$ cat config.mk
export PLATFORM = sky130hd
export DESIGN_NAME = apb4_mem_slave_flat
export DESIGN_NICKNAME = d
export VERILOG_FILES = /design/src/rtl/apb4_mem_slave_if.sv /design/src/rtl/apb4_mem_slave.sv /design/src/flat_wrapper.sv
export SDC_FILE = /design/constraint.sdc
export NUM_CORES = 1
export LEC_CHECK = 0
export ABC_AREA = 1
export CAP_MARGIN = 20
export CORE_ASPECT_RATIO = 2
export CORE_MARGIN = 4
export CORE_UTILIZATION = 50
export DETAILED_ROUTE_END_ITERATION = 12
export GPL_TIMING_DRIVEN = 0
export MAX_ROUTING_LAYER = met4
export PLACE_DENSITY_LB_ADDON = 0.12
export SYNTH_ARGS = -nofsm -noshare
export SYNTH_HDL_FRONTEND = slang
export SYNTH_SLANG_ARGS = --single-unit
export TNS_END_PERCENT = 20
$ cat constraint.sdc
create_clock -name PCLK -period 5.9 [get_ports PCLK]
set_input_delay 1.18 -clock PCLK [delete_from_list [all_inputs] [get_ports PCLK]]
set_output_delay 1.18 -clock PCLK [all_outputs]
set_load 0.01 [all_outputs]
$ cat src/rtl/apb4_mem_slave_if.sv
// APB4 bus bundle for apb4_mem_slave: request signals from the master,
// response signals from the slave. PCLK/PRESETn stay outside the bundle.
interface apb4_mem_slave_if #(
  parameter int DATA_WIDTH = 32,
  parameter int ADDR_WIDTH = 32
);
  logic                    PSEL;
  logic                    PENABLE;
  logic [ADDR_WIDTH-1:0]   PADDR;
  logic                    PWRITE;
  logic [DATA_WIDTH-1:0]   PWDATA;
  logic [DATA_WIDTH/8-1:0] PSTRB;
  logic [DATA_WIDTH-1:0]   PRDATA;
  logic                    PREADY;
  logic                    PSLVERR;

  modport master (
    output PSEL, PENABLE, PADDR, PWRITE, PWDATA, PSTRB,
    input  PRDATA, PREADY, PSLVERR
  );

  modport slave (
    input  PSEL, PENABLE, PADDR, PWRITE, PWDATA, PSTRB,
    output PRDATA, PREADY, PSLVERR
  );
endinterface

$ cat src/rtl/apb4_mem_slave.sv
// APB4 scratch-RAM slave: parametrised width/depth, separate read/write
// wait states, byte-lane write strobes, clean abort when PSEL drops.
// Optional feature macro APB4_SLV_ERR_EN: when defined, misaligned or
// out-of-range addresses get PSLVERR (writes dropped, reads return 0);
// when undefined, every address aliases into memory (index modulo DEPTH).
module apb4_mem_slave #(
  parameter int DATA_WIDTH = 32,
  parameter int ADDR_WIDTH = 32,
  parameter int DEPTH      = 32,
  parameter int RD_WAIT    = 0,
  parameter int WR_WAIT    = 2
) (
  input  logic            PCLK,
  input  logic            PRESETn,
  apb4_mem_slave_if.slave bus
);

  localparam int STRB_WIDTH = DATA_WIDTH / 8;
  localparam int ADDR_LSB   = $clog2(STRB_WIDTH);
  localparam int IDX_WIDTH  = (DEPTH > 1) ? $clog2(DEPTH) : 1;
  localparam logic [3:0] RD_CNT = 4'(RD_WAIT);
  localparam logic [3:0] WR_CNT = 4'(WR_WAIT);

  typedef enum logic {
    IDLE   = 1'b0,
    ACCESS = 1'b1
  } state_e;

  state_e                 state_q, state_d;
  logic [3:0]             cnt_q, cnt_d;
  logic                   setup_seen;
  logic                   load_cmd;
  logic                   pready;
  logic                   err;
  logic                   wr_en;
  logic [ADDR_WIDTH-1:0]  idx_full;
  logic [IDX_WIDTH-1:0]   mem_idx;
  logic [DATA_WIDTH-1:0]  mem [DEPTH];

  assign setup_seen = bus.PSEL && !bus.PENABLE;
  assign idx_full   = bus.PADDR >> ADDR_LSB;

`ifdef APB4_SLV_ERR_EN
  localparam logic [ADDR_WIDTH-1:0] LSB_MASK =
    ADDR_WIDTH'((64'd1 << ADDR_LSB) - 64'd1);

  logic addr_legal;
  logic err_q;

  assign addr_legal = ((bus.PADDR & LSB_MASK) == '0) &&
                      (idx_full < ADDR_WIDTH'(DEPTH));
  // Only consulted when addr_legal holds, so the slice is always in range.
  assign mem_idx    = idx_full[IDX_WIDTH-1:0];

  // Error flag captured at the setup edge and held for the whole transfer.
  always_ff @(posedge PCLK or negedge PRESETn) begin
    if (!PRESETn)      err_q <= 1'b0;
    else if (load_cmd) err_q <= !addr_legal;
  end

  assign err         = err_q;
  assign bus.PSLVERR = pready && err;
`else
  // Aliasing mode: low address bits are already shifted out; wrap the index.
  assign mem_idx     = IDX_WIDTH'(idx_full % ADDR_WIDTH'(DEPTH));
  assign err         = 1'b0;
  assign bus.PSLVERR = 1'b0;
`endif

  // State and wait counter register.
  always_ff @(posedge PCLK or negedge PRESETn) begin
    // NOTE: sequential state uses non-blocking assignments so every flop
    // samples the pre-edge values, independent of block ordering.
    if (!PRESETn) begin
      state_q <= IDLE;
      cnt_q   <= '0;
    end else begin
      state_q <= state_d;
      cnt_q   <= cnt_d;
    end
  end

  // Next-state, wait-count and PREADY decode.
  always_comb begin
    // NOTE: every output of this block gets a default first, so no path
    // leaves a signal unassigned and no latch is inferred.
    state_d  = state_q;
    cnt_d    = cnt_q;
    load_cmd = 1'b0;
    pready   = 1'b0;
    case (state_q)
      IDLE: begin
        if (setup_seen) begin
          load_cmd = 1'b1;
          cnt_d    = bus.PWRITE ? WR_CNT : RD_CNT;
          state_d  = ACCESS;
        end
      end
      ACCESS: begin
        if (!bus.PSEL) begin
          // Master abandoned the transfer: nothing is written.
          cnt_d   = '0;
          state_d = IDLE;
        end else if (!bus.PENABLE) begin
          // A fresh setup phase without completion restarts the transfer.
          load_cmd = 1'b1;
          cnt_d    = bus.PWRITE ? WR_CNT : RD_CNT;
        end else if (cnt_q != '0) begin
          cnt_d = cnt_q - 4'd1;
        end else begin
          pready  = 1'b1;
          cnt_d   = '0;
          state_d = IDLE;
        end
      end
      default: begin
        state_d = IDLE;
        cnt_d   = '0;
      end
    endcase
  end

  assign wr_en      = pready && bus.PWRITE && !err;
  assign bus.PREADY = pready;
  assign bus.PRDATA = (pready && !bus.PWRITE && !err) ? mem[mem_idx] : '0;

  // Byte-lane write into the storage array on the completing edge.
  always_ff @(posedge PCLK) begin
    // NOTE: the storage array has no reset; its contents are undefined
    // until written, and leaving it out of reset keeps it mappable to RAM.
    if (wr_en) begin
      for (int b = 0; b < STRB_WIDTH; b++) begin
        if (bus.PSTRB[b]) mem[mem_idx][8*b +: 8] <= bus.PWDATA[8*b +: 8];
      end
    end
  end

endmodule

$ cat src/flat_wrapper.sv
// flat-port wrapper written by rule: the top's interface ports become plain ports
module apb4_mem_slave_flat 
#(
  parameter int DATA_WIDTH = 32,
  parameter int ADDR_WIDTH = 32,
  parameter int DEPTH      = 32,
  parameter int RD_WAIT    = 0,
  parameter int WR_WAIT    = 2
)
  (PCLK, PRESETn, bus_PSEL, bus_PENABLE, bus_PADDR, bus_PWRITE, bus_PWDATA, bus_PSTRB, bus_PRDATA, bus_PREADY, bus_PSLVERR);
  apb4_mem_slave_if #(.DATA_WIDTH(DATA_WIDTH), .ADDR_WIDTH(ADDR_WIDTH)) bus_i ();
  input  logic PCLK;
  input  logic PRESETn;
  input wire logic [$bits(bus_i.PSEL)-1:0] bus_PSEL;
  input wire logic [$bits(bus_i.PENABLE)-1:0] bus_PENABLE;
  input wire logic [$bits(bus_i.PADDR)-1:0] bus_PADDR;
  input wire logic [$bits(bus_i.PWRITE)-1:0] bus_PWRITE;
  input wire logic [$bits(bus_i.PWDATA)-1:0] bus_PWDATA;
  input wire logic [$bits(bus_i.PSTRB)-1:0] bus_PSTRB;
  output wire logic [$bits(bus_i.PRDATA)-1:0] bus_PRDATA;
  output wire logic [$bits(bus_i.PREADY)-1:0] bus_PREADY;
  output wire logic [$bits(bus_i.PSLVERR)-1:0] bus_PSLVERR;
  assign bus_i.PSEL = bus_PSEL;
  assign bus_i.PENABLE = bus_PENABLE;
  assign bus_i.PADDR = bus_PADDR;
  assign bus_i.PWRITE = bus_PWRITE;
  assign bus_i.PWDATA = bus_PWDATA;
  assign bus_i.PSTRB = bus_PSTRB;
  assign bus_PRDATA = bus_i.PRDATA;
  assign bus_PREADY = bus_i.PREADY;
  assign bus_PSLVERR = bus_i.PSLVERR;
  apb4_mem_slave #(.DATA_WIDTH(DATA_WIDTH), .ADDR_WIDTH(ADDR_WIDTH), .DEPTH(DEPTH), .RD_WAIT(RD_WAIT), .WR_WAIT(WR_WAIT)) u_core (.PCLK(PCLK), .PRESETn(PRESETn), .bus(bus_i));
endmodule
; Word level (Yosys, flattened, before mapping)
; Memory sizes are Yosys's and may differ from the RTL's.
; Index checks and enable logic that the tools add are counted.
[totals]
inputBits = 73
wordCells = 40
ram_bits = 1024
register_bits = 5
memories = 1
[op_classes]
eq_ne = 1
add_sub_neg = 1
bitwise = 1
reduce_logical = 6
mux = 28
[memory_table]
columns = name, words, width, read_ports, rd_ports_with_merged_regs, write_ports, line
row1 = u_core.mem, 32, 32, 1, 0, 1, apb4_mem_slave.sv:38  ; logic [DATA_WIDTH-1:0] mem [DEPTH];
[op_table]
columns = operator, count
row1 = 32-bit 2-to-1 mux, 1
row2 = 1-bit 2-to-1 mux, 20
row3 = 4-bit 2-to-1 mux, 4
row4 = 4-bit case mux with 2 select lines, 1
row5 = 4-bit nonzero test, 1
row6 = "4-bit by 1-bit subtractor with 4-bit output, second input constant", 1
row7 = 1-bit logical AND, 3
row8 = 1-bit logical NOT, 2
row9 = 2-bit 2-to-1 mux, 1
row10 = "2-bit by 1-bit != test with 1-bit output, second input constant", 1
row11 = 1-bit case mux with 2 select lines, 1
row12 = 1-bit inverter, 1

; Logic depth before layout (Yosys ltp)
; Gate-level depths: netlist (run 1).
[depth]
depth_word = 8
ltp_mapped = 12

; Least setup slack after synthesis (run 1)
; No wires, ideal clock.
[synth_timing]
kind = input port to output port
from = input bus_PADDR[6]
to = output bus_PRDATA[30]
setup_slack_ps = 2366
required_time_ps = 4720
stages = 8
t_arrival_ps = 2354
path_buffers = 2
cell_sequence = buf_2 > inv_1 > nor3_2 > buf_2 > nand2_1 > nand2_1 > nor2_1 > a21oi_1
[synth_via]
elab_chain_len = 2
[synth_lines]
columns = element, line
row1 = from (decl), flat_wrapper.sv:16  ; input wire logic [$bits(bus_i.PADDR)-1:0] bus_PADDR;
row2 = memory read 32 x 32 bit, -
row3 = 32-bit 2-to-1 mux, apb4_mem_slave.sv:125  ; assign bus.PRDATA = (pready && !bus.PWRITE && !err) ? mem[mem_idx] : '0;
row4 = to (decl), flat_wrapper.sv:20  ; output wire logic [$bits(bus_i.PRDATA)-1:0] bus_PRDATA;
; Every way passes these cells.

; Worst setup path after layout (run 1)
[layout_timing]
from = input bus_PADDR[3]
to = output bus_PRDATA[2]
; The elaborated chain is that of the path after synthesis.

==> flow_summary_export.csv, run 1 <==
group,metric,value,unit
status,outcome,"complete, but fails checks",
floorplan,core,0.0835,mm^2
global_routing,grt_pass1_wl,184000,um
placed_design,gp_congestion,0.944,
placed_design,port_buffers,76,
clock_tree,cts_tree,"done",
yosys,synth_area,0.0421,mm^2
worst_setup_path,reg2reg_depth,9,
worst_setup_path,cp_num_cells,12,
floorplan,rows,150,
job,drv_cap,0,
yosys,netlist.area_leader.share,73.0,%
sta,rsz0062_at_grt,"true",
clock_tree,root_buffer,"clkbuf_16",
worst_setup_path,cp-end-kind,"primary output",
worst_setup_path,critical-path-top-delay-family,"buffers and inverters",
drt,drc,0,
sta,max_slew_margin,22.2,%
drt,vias_per_cell,5.53,
worst_setup_path,cp_cell_sequence,"clkdlybuf4s50_1 > inv_2 > buf_2 > clkbuf_1 > nand2_1 > nand2_1 > nand2_1 > nand2_1 > nor2_1 > nand2_1 > nor2_1 > clkdlybuf4s50_1",
placed_design,hpwlAfterDp,92600,um
worst_setup_path,crit_slowest_cell,"clkdlybuf4s50_1",
global_routing,antenna_found_initial,0,
cells_and_area,final_layout_size_suffix_gt1_share,7.21,%
floorplan,start_util,50.4,%
worst_setup_path,cp-start-kind,"primary input",
cells_and_area,seqCellArea,0.0309,mm^2
drt,drtIter0Drc,2770,
sta,finalMaxSlewViolations,0,
placed_design,dpl_cell_area,0.0446,mm^2
yosys,syn_area_per_cell,11.2,um^2
global_routing,grt_pass1_vias,27300,
sta,worst_slack,-32.5,ps
worst_setup_path,required,4720,ps
clock_tree,cts_made_buffers,86,
worst_hold_path,hold_class,"reg2reg",
clock_tree,cts_setup_buffers,0,
cells_and_area,final_area,0.0474,mm^2
status,violations,"setup timing",
cells_and_area,fillers,6990,
sta,hold_violations,0,
clock_tree,cts_hold_buf,0,
worst_setup_path,crit_path_max_incr_delay,760,ps
power,leakage,18.0,nW
sta,worst_pin_slew,1160,ps
yosys,syn_inst,3774,
clock_tree,cts.sinks,1029,
global_routing,grt_usage,30.0,%
yosys,synth_area_leaders,"edfxtp_1 (73%), nand2_1 (9.1%), nor2_1 (7.6%), o21ai_0 (2.5%), inv_1 (2.5%)",
sta,clock_skew,14.3,ps
worst_setup_path,cp_num_buf_inv,5,
clock_tree,path_clk_slew,70,ps
power,ir_worst_vdd,0.000207,V
yosys,synth_cell_types,26,
drt,ant_nets,0,
sta,setup_viol_count_final,3,
floorplan,io_pins,107,
worst_setup_path,crit_path_frequent_cell,"nand2_1",
power,p_per_area,310,mW/mm^2
yosys,syn_nets,3849,
floorplan,die_area,0.0892,mm^2
global_routing,overflow,0,
drt,routed_wl,131000,um
worst_setup_path,cp.arrival,4750,ps
clock_tree,clock_latency,680,ps
yosys,yosysTopAreaCell,"edfxtp_1",
global_routing,grt_max_degree,33,
drt,route.vias.total,28200,
sta,period_share,101,%
floorplan,dieHeight,418,um
sta,max_freq,169,MHz
sta,timing.hold.ws,496,ps
clock_tree,cts_buffer_depth,3,
worst_setup_path,path_class,"in2out",
worst_setup_path,path_max_fanout,10,
cells_and_area,multiInputGateArea,0.00935,mm^2
yosys,synth_seq_area_share,73.3,%
floorplan,die_x,213,um
yosys,yosys_warnings,0,
cells_and_area,nNetsFinal,4040,
sta,period_needed,5930,ps
worst_hold_path,whs_path_depth,1,
cells_and_area,area_growth,12.7,%
clock_tree,h-tree-depth,3,
drt,drt-wirelength-per-cell,25.6,um
yosys,synth_seq_cells,1029,
drt,dr.pass1.iters,6,
## Yosys cell counts, drive strengths merged
| cell | instances |
|---|---|
| o21ai | 273 |
| nor2 | 848 |
| dfrtp | 5 |
| edfxtp | 1024 |
| nand2 | 1024 |
| buf | 124 |
| clkbuf | 56 |
| inv | 288 |
| o221ai | 24 |
| a21oi | 7 |
| nand3 | 11 |
| o22ai | 47 |
| ha | 2 |
| nor3 | 7 |
| conb | 1 |
| xnor2 | 1 |
| clkinv | 3 |
| o21bai | 28 |
| xor2 | 1 |
## worst paths after layout
kind / slack [ps] / startpoint / to
min in group asynchronous: 730 / PRESETn / u_core.cnt_q[3]
max in group asynchronous: 4960 / PRESETn / u_core.cnt_q[1]
min reg2reg: 500 / u_core.cnt_q[0] / u_core.cnt_q[0]
max reg2reg: 2060 / u_core.cnt_q[0] / u_core.mem[30][26]
max: -30 / bus_PADDR[3] / bus_PRDATA[2]
min: 500 / u_core.cnt_q[0] / u_core.cnt_q[0]
## metal layers
layer	GRT usage, %	up-vias	part of all wire, %
li1	-	12900	-
met1	32.9	13800	34
met2	53.0	1145	53
met3	3.61	302	5.9
met4	16.0	0	6.6
met5	-	-	0
## timing repair
action                                 4_1_cts  5_1_grt
setup endpoints to repair                   18        7
endpoints found under the hold margin        0        0
pin swaps                                    0        0
resized for setup                           19        9
## layout by cell type (no fill, tap or decap), types with 15 or more instances in the layout
cell type / synthesis / routed
buf_1: 23 / 23
buf_2: 92 / 103
buf_4: 9 / 15
clkbuf_1: 56 / 66
clkbuf_16: 0 / 90
clkdlybuf4s50_1: 0 / 63
clkinv_1: 3 / 22
clkinv_2: 0 / 15
edfxtp_1: 1024 / 1024
inv_1: 284 / 284
nand2_1: 1024 / 1024
nor2_1: 847 / 836
o21ai_0: 214 / 212
o21ai_1: 59 / 61
o21bai_1: 28 / 28
o221ai_1: 24 / 24
o22ai_1: 47 / 47
## stage by stage
stage                     TNS (ps)  power, mW  std cells  worst slack (ps)  util [%]
after floorplan                  0       8.57       3774              2370         -
after global placement       -2850       9.03       4914              -302      52.9
after detailed placement     -2710       9.06       4939              -317      53.4
after CTS                    -97.1       14.7       5096             -97.1      56.7
after global routing         -39.2       15.0       5098             -39.2      56.8
final                        -37.7       14.7       5099             -32.5      56.8
## report_power, final
| part | switching (mW) | internal [mW] |
|---|---|---|
| sequential | 0.00257 | 8.04 |
| combinational | 0.662 | 0.214 |
| clock | 2.63 | 3.14 |
## area by class of cell
class                           count  area share (%)
Tap cell                         1064            2.81
Clock buffer                      110            4.91
Clock inverter                     47           0.918
Antenna cell                        1         0.00527
Inverter                          291            2.30
Sequential cell                  1029            65.1
Multi-Input combinational cell   2274            19.7
Buffer                            180            1.77
Timing Repair Buffer              103            2.52
## sequential cells by signal, summed over array words and instances (netlist names)
signal          flops
u_core.state_q      1
u_core.cnt_q        4
u_core.mem       1024
## kinds of logic after synthesis
kind of cell	count (synthesis)	synth area share, %
and+or+nand+nor	1890	17.0
DFF	1029	73.3
buffers and inverters	471	4.55
AOI/OAI and AO/OA	379	5.02
xor gates and xnor gates	2	0.0416
adders and majority gates	2	0.0594
other	1	0.00891
Power figures use the tool's default switching activity.
==> run 2, diff against run 1 <==
--- a/config.mk
+++ b/config.mk
@@ -7,13 +7,16 @@
 export LEC_CHECK = 0
 export ABC_AREA = 1
 export CAP_MARGIN = 20
+export CELL_PAD_IN_SITES_DETAIL_PLACEMENT = 2
+export CELL_PAD_IN_SITES_GLOBAL_PLACEMENT = 2
 export CORE_ASPECT_RATIO = 2
 export CORE_MARGIN = 4
-export CORE_UTILIZATION = 50
+export CORE_UTILIZATION = 45
 export DETAILED_ROUTE_END_ITERATION = 12
 export GPL_TIMING_DRIVEN = 0
 export MAX_ROUTING_LAYER = met4
 export PLACE_DENSITY_LB_ADDON = 0.12
+export SKIP_CTS_REPAIR_TIMING = 1
 export SYNTH_ARGS = -nofsm -noshare
 export SYNTH_HDL_FRONTEND = slang
 export SYNTH_SLANG_ARGS = --single-unit
==> flow_summary_export.csv, run 2 (synthesis gave the netlist of run 1 again) <==
group,metric,value,unit
cells_and_area,largest_register_ffs,1024,
power,leakage,18.1,nW
power,power.switching,3.57,mW
cells_and_area,final_area,0.0476,mm^2
drt,dr.pass1.iters,6,
drt,vias_per_cell,5.88,
cells_and_area,max_flop_register,"u_core.mem",
clock_tree,root_buffer,"clkbuf_16",
clock_tree,cts_tree,"done",
global_routing,overflow,0,
sta,max_slew_margin,16.4,%
floorplan,die_x,224,um
floorplan,dieHeight,441,um
status,outcome,"complete, but fails checks",
placed_design,dp_cells,5065,
drt,ant_nets,0,
power,clkPwrFrac,40.1,%
power,ir_worst_vdd,0.000267,V
sta,clock_skew,15.6,ps
sta,worst_slack,-0.269,ps
cells_and_area,area_growth,13.1,%
sta,timing.hold.ws,490,ps
drt,routed_wl,172000,um
clock_tree,cts_made_buffers,92,
floorplan,io_pins,107,
worst_setup_path,cp-start-kind,"primary input",
worst_hold_path,hold_class,"reg2reg",
job,drv_cap,0,
worst_setup_path,path_max_fanout,10,
drt,route.vias.total,30800,
global_routing,met1_usage,36.6,%
clock_tree,h-tree-depth,3,
power,p_int,11.5,mW
power,p_per_area,315,mW/mm^2
sta,rsz0062_at_grt,"false",
clock_tree,cts_buffer_depth,3,
global_routing,grt_pass1_wl,241000,um
cells_and_area,fillers,9210,
worst_setup_path,cp.arrival,4720,ps
global_routing,grt_pass1_vias,34500,
global_routing,grtUsageMet2,62.7,%
sta,period_needed,5900,ps
clock_tree,path_clk_slew,60,ps
floorplan,core,0.0927,mm^2
placed_design,dp_worst_setup_slack,-625,ps
worst_setup_path,cp-end-kind,"primary output",
status,violations,"setup timing",
floorplan,die_area,0.0988,mm^2
power,swShare,23.8,%
sta,finalMaxSlewViolations,0,
global_routing,antenna_found_initial,5,
clock_tree,clock_latency,690,ps
global_routing,grt_max_degree,33,
cells_and_area,reg_top3,"u_core.mem x1024, u_core.cnt_q x4, u_core.state_q x1",
cells_and_area,fin_cells,5241,
cells_and_area,final_layout_size_suffix_gt1_share,7.75,%
sta,period_share,100,%
sta,setup_viol_count_final,1,
power,seqPwrFrac,53.5,%
drt,drtIter0Drc,3108,
clock_tree,cts.sinks,1029,
power,combinationalPowerShare,6.4,%
sta,max_freq,169,MHz
placed_design,port_buffers,76,
drt,drc,0,
floorplan,rows,158,
placed_design,gp_congestion,0.863,
global_routing,grt_usage,35.4,%
sta,worst_pin_slew,1250,ps
sta,hold_violations,0,
cells_and_area,final_cell_mix,"nand2_1 (1,024), edfxtp_1 (1,024), nor2_1 (835)",
placed_design,dpl_cell_area,0.0446,mm^2
drt,drt-wirelength-per-cell,32.8,um
worst_setup_path,path_class,"in2out",
floorplan,start_util,45.4,%
global_routing,grt_busiest_layer,"met2",
global_routing,grt_use_met3,4.10,%
cells_and_area,nNetsFinal,4043,
placed_design,hpwlAfterDp,118000,um
worst_setup_path,required,4720,ps
power,finalPower,15.0,mW
## run 2: power by group through the flow
stage	clock [mW]	sequential (mW)	combinational [mW]
3_3_place_gp	0	8.21	0.859
2_1_floorplan	0	8.20	0.374
4_1_cts	6.07	8.04	0.937
5_1_grt	6.34	8.04	0.999
3_5_place_dp	0	8.20	0.918
6_report	6.03	8.04	0.959
## run 2: layout make-up
type	count	area (um^2)	share of cell area, %
Inverter	291	1100	2.31
Clock inverter	44	283	0.594
Antenna cell	2	5.00	0.0105
Sequential cell	1029	30900	64.8
Clock buffer	121	2590	5.43
Tap cell	1200	1500	3.15
Timing Repair Buffer	100	1070	2.24
Multi-Input combinational cell	2274	9360	19.6
Buffer	180	861	1.81
## run 2: worst paths after layout
check	depth (start not counted)	startpoint	end	slack, ps
min reg2reg	1	u_core.cnt_q[0]	u_core.cnt_q[0]	490
max reg2reg	9	u_core.cnt_q[0]	u_core.mem[7][17]	1740
max	11	bus_PADDR[5]	bus_PRDATA[20]	-0.3
min	1	u_core.cnt_q[0]	u_core.cnt_q[0]	490
min in group asynchronous	1	PRESETn	u_core.cnt_q[2]	710
max in group asynchronous	1	PRESETn	u_core.cnt_q[1]	4990
## run 2: critical path, cell delays in order
cell,delay [ps]
clkdlybuf4s50_1,700
inv_2,150
nand3_1,240
clkinvlp_4,370
clkbuf_1,410
nand2_1,210
nand2_1,70
nor2_1,330
nand2_1,280
nor2_1,180
clkdlybuf4s50_1,580
## run 2: stage by stage
stage               utilization (%)  TNS (ps)
detailed placement             48.1     -9320
global placement               47.9     -7130
floorplan                         -         0
finish                         51.4    -0.269
CTS                            51.2    -11500
global route                   51.4         0
## run 2: per-layer routing
metal,share of wire (%),vias up,routed length (um)
met5,0,-,0
met4,8.3,0,14300
met3,5.1,515,8700
met2,53,1351,90500
met1,34,16000,58500
li1,-,12900,-
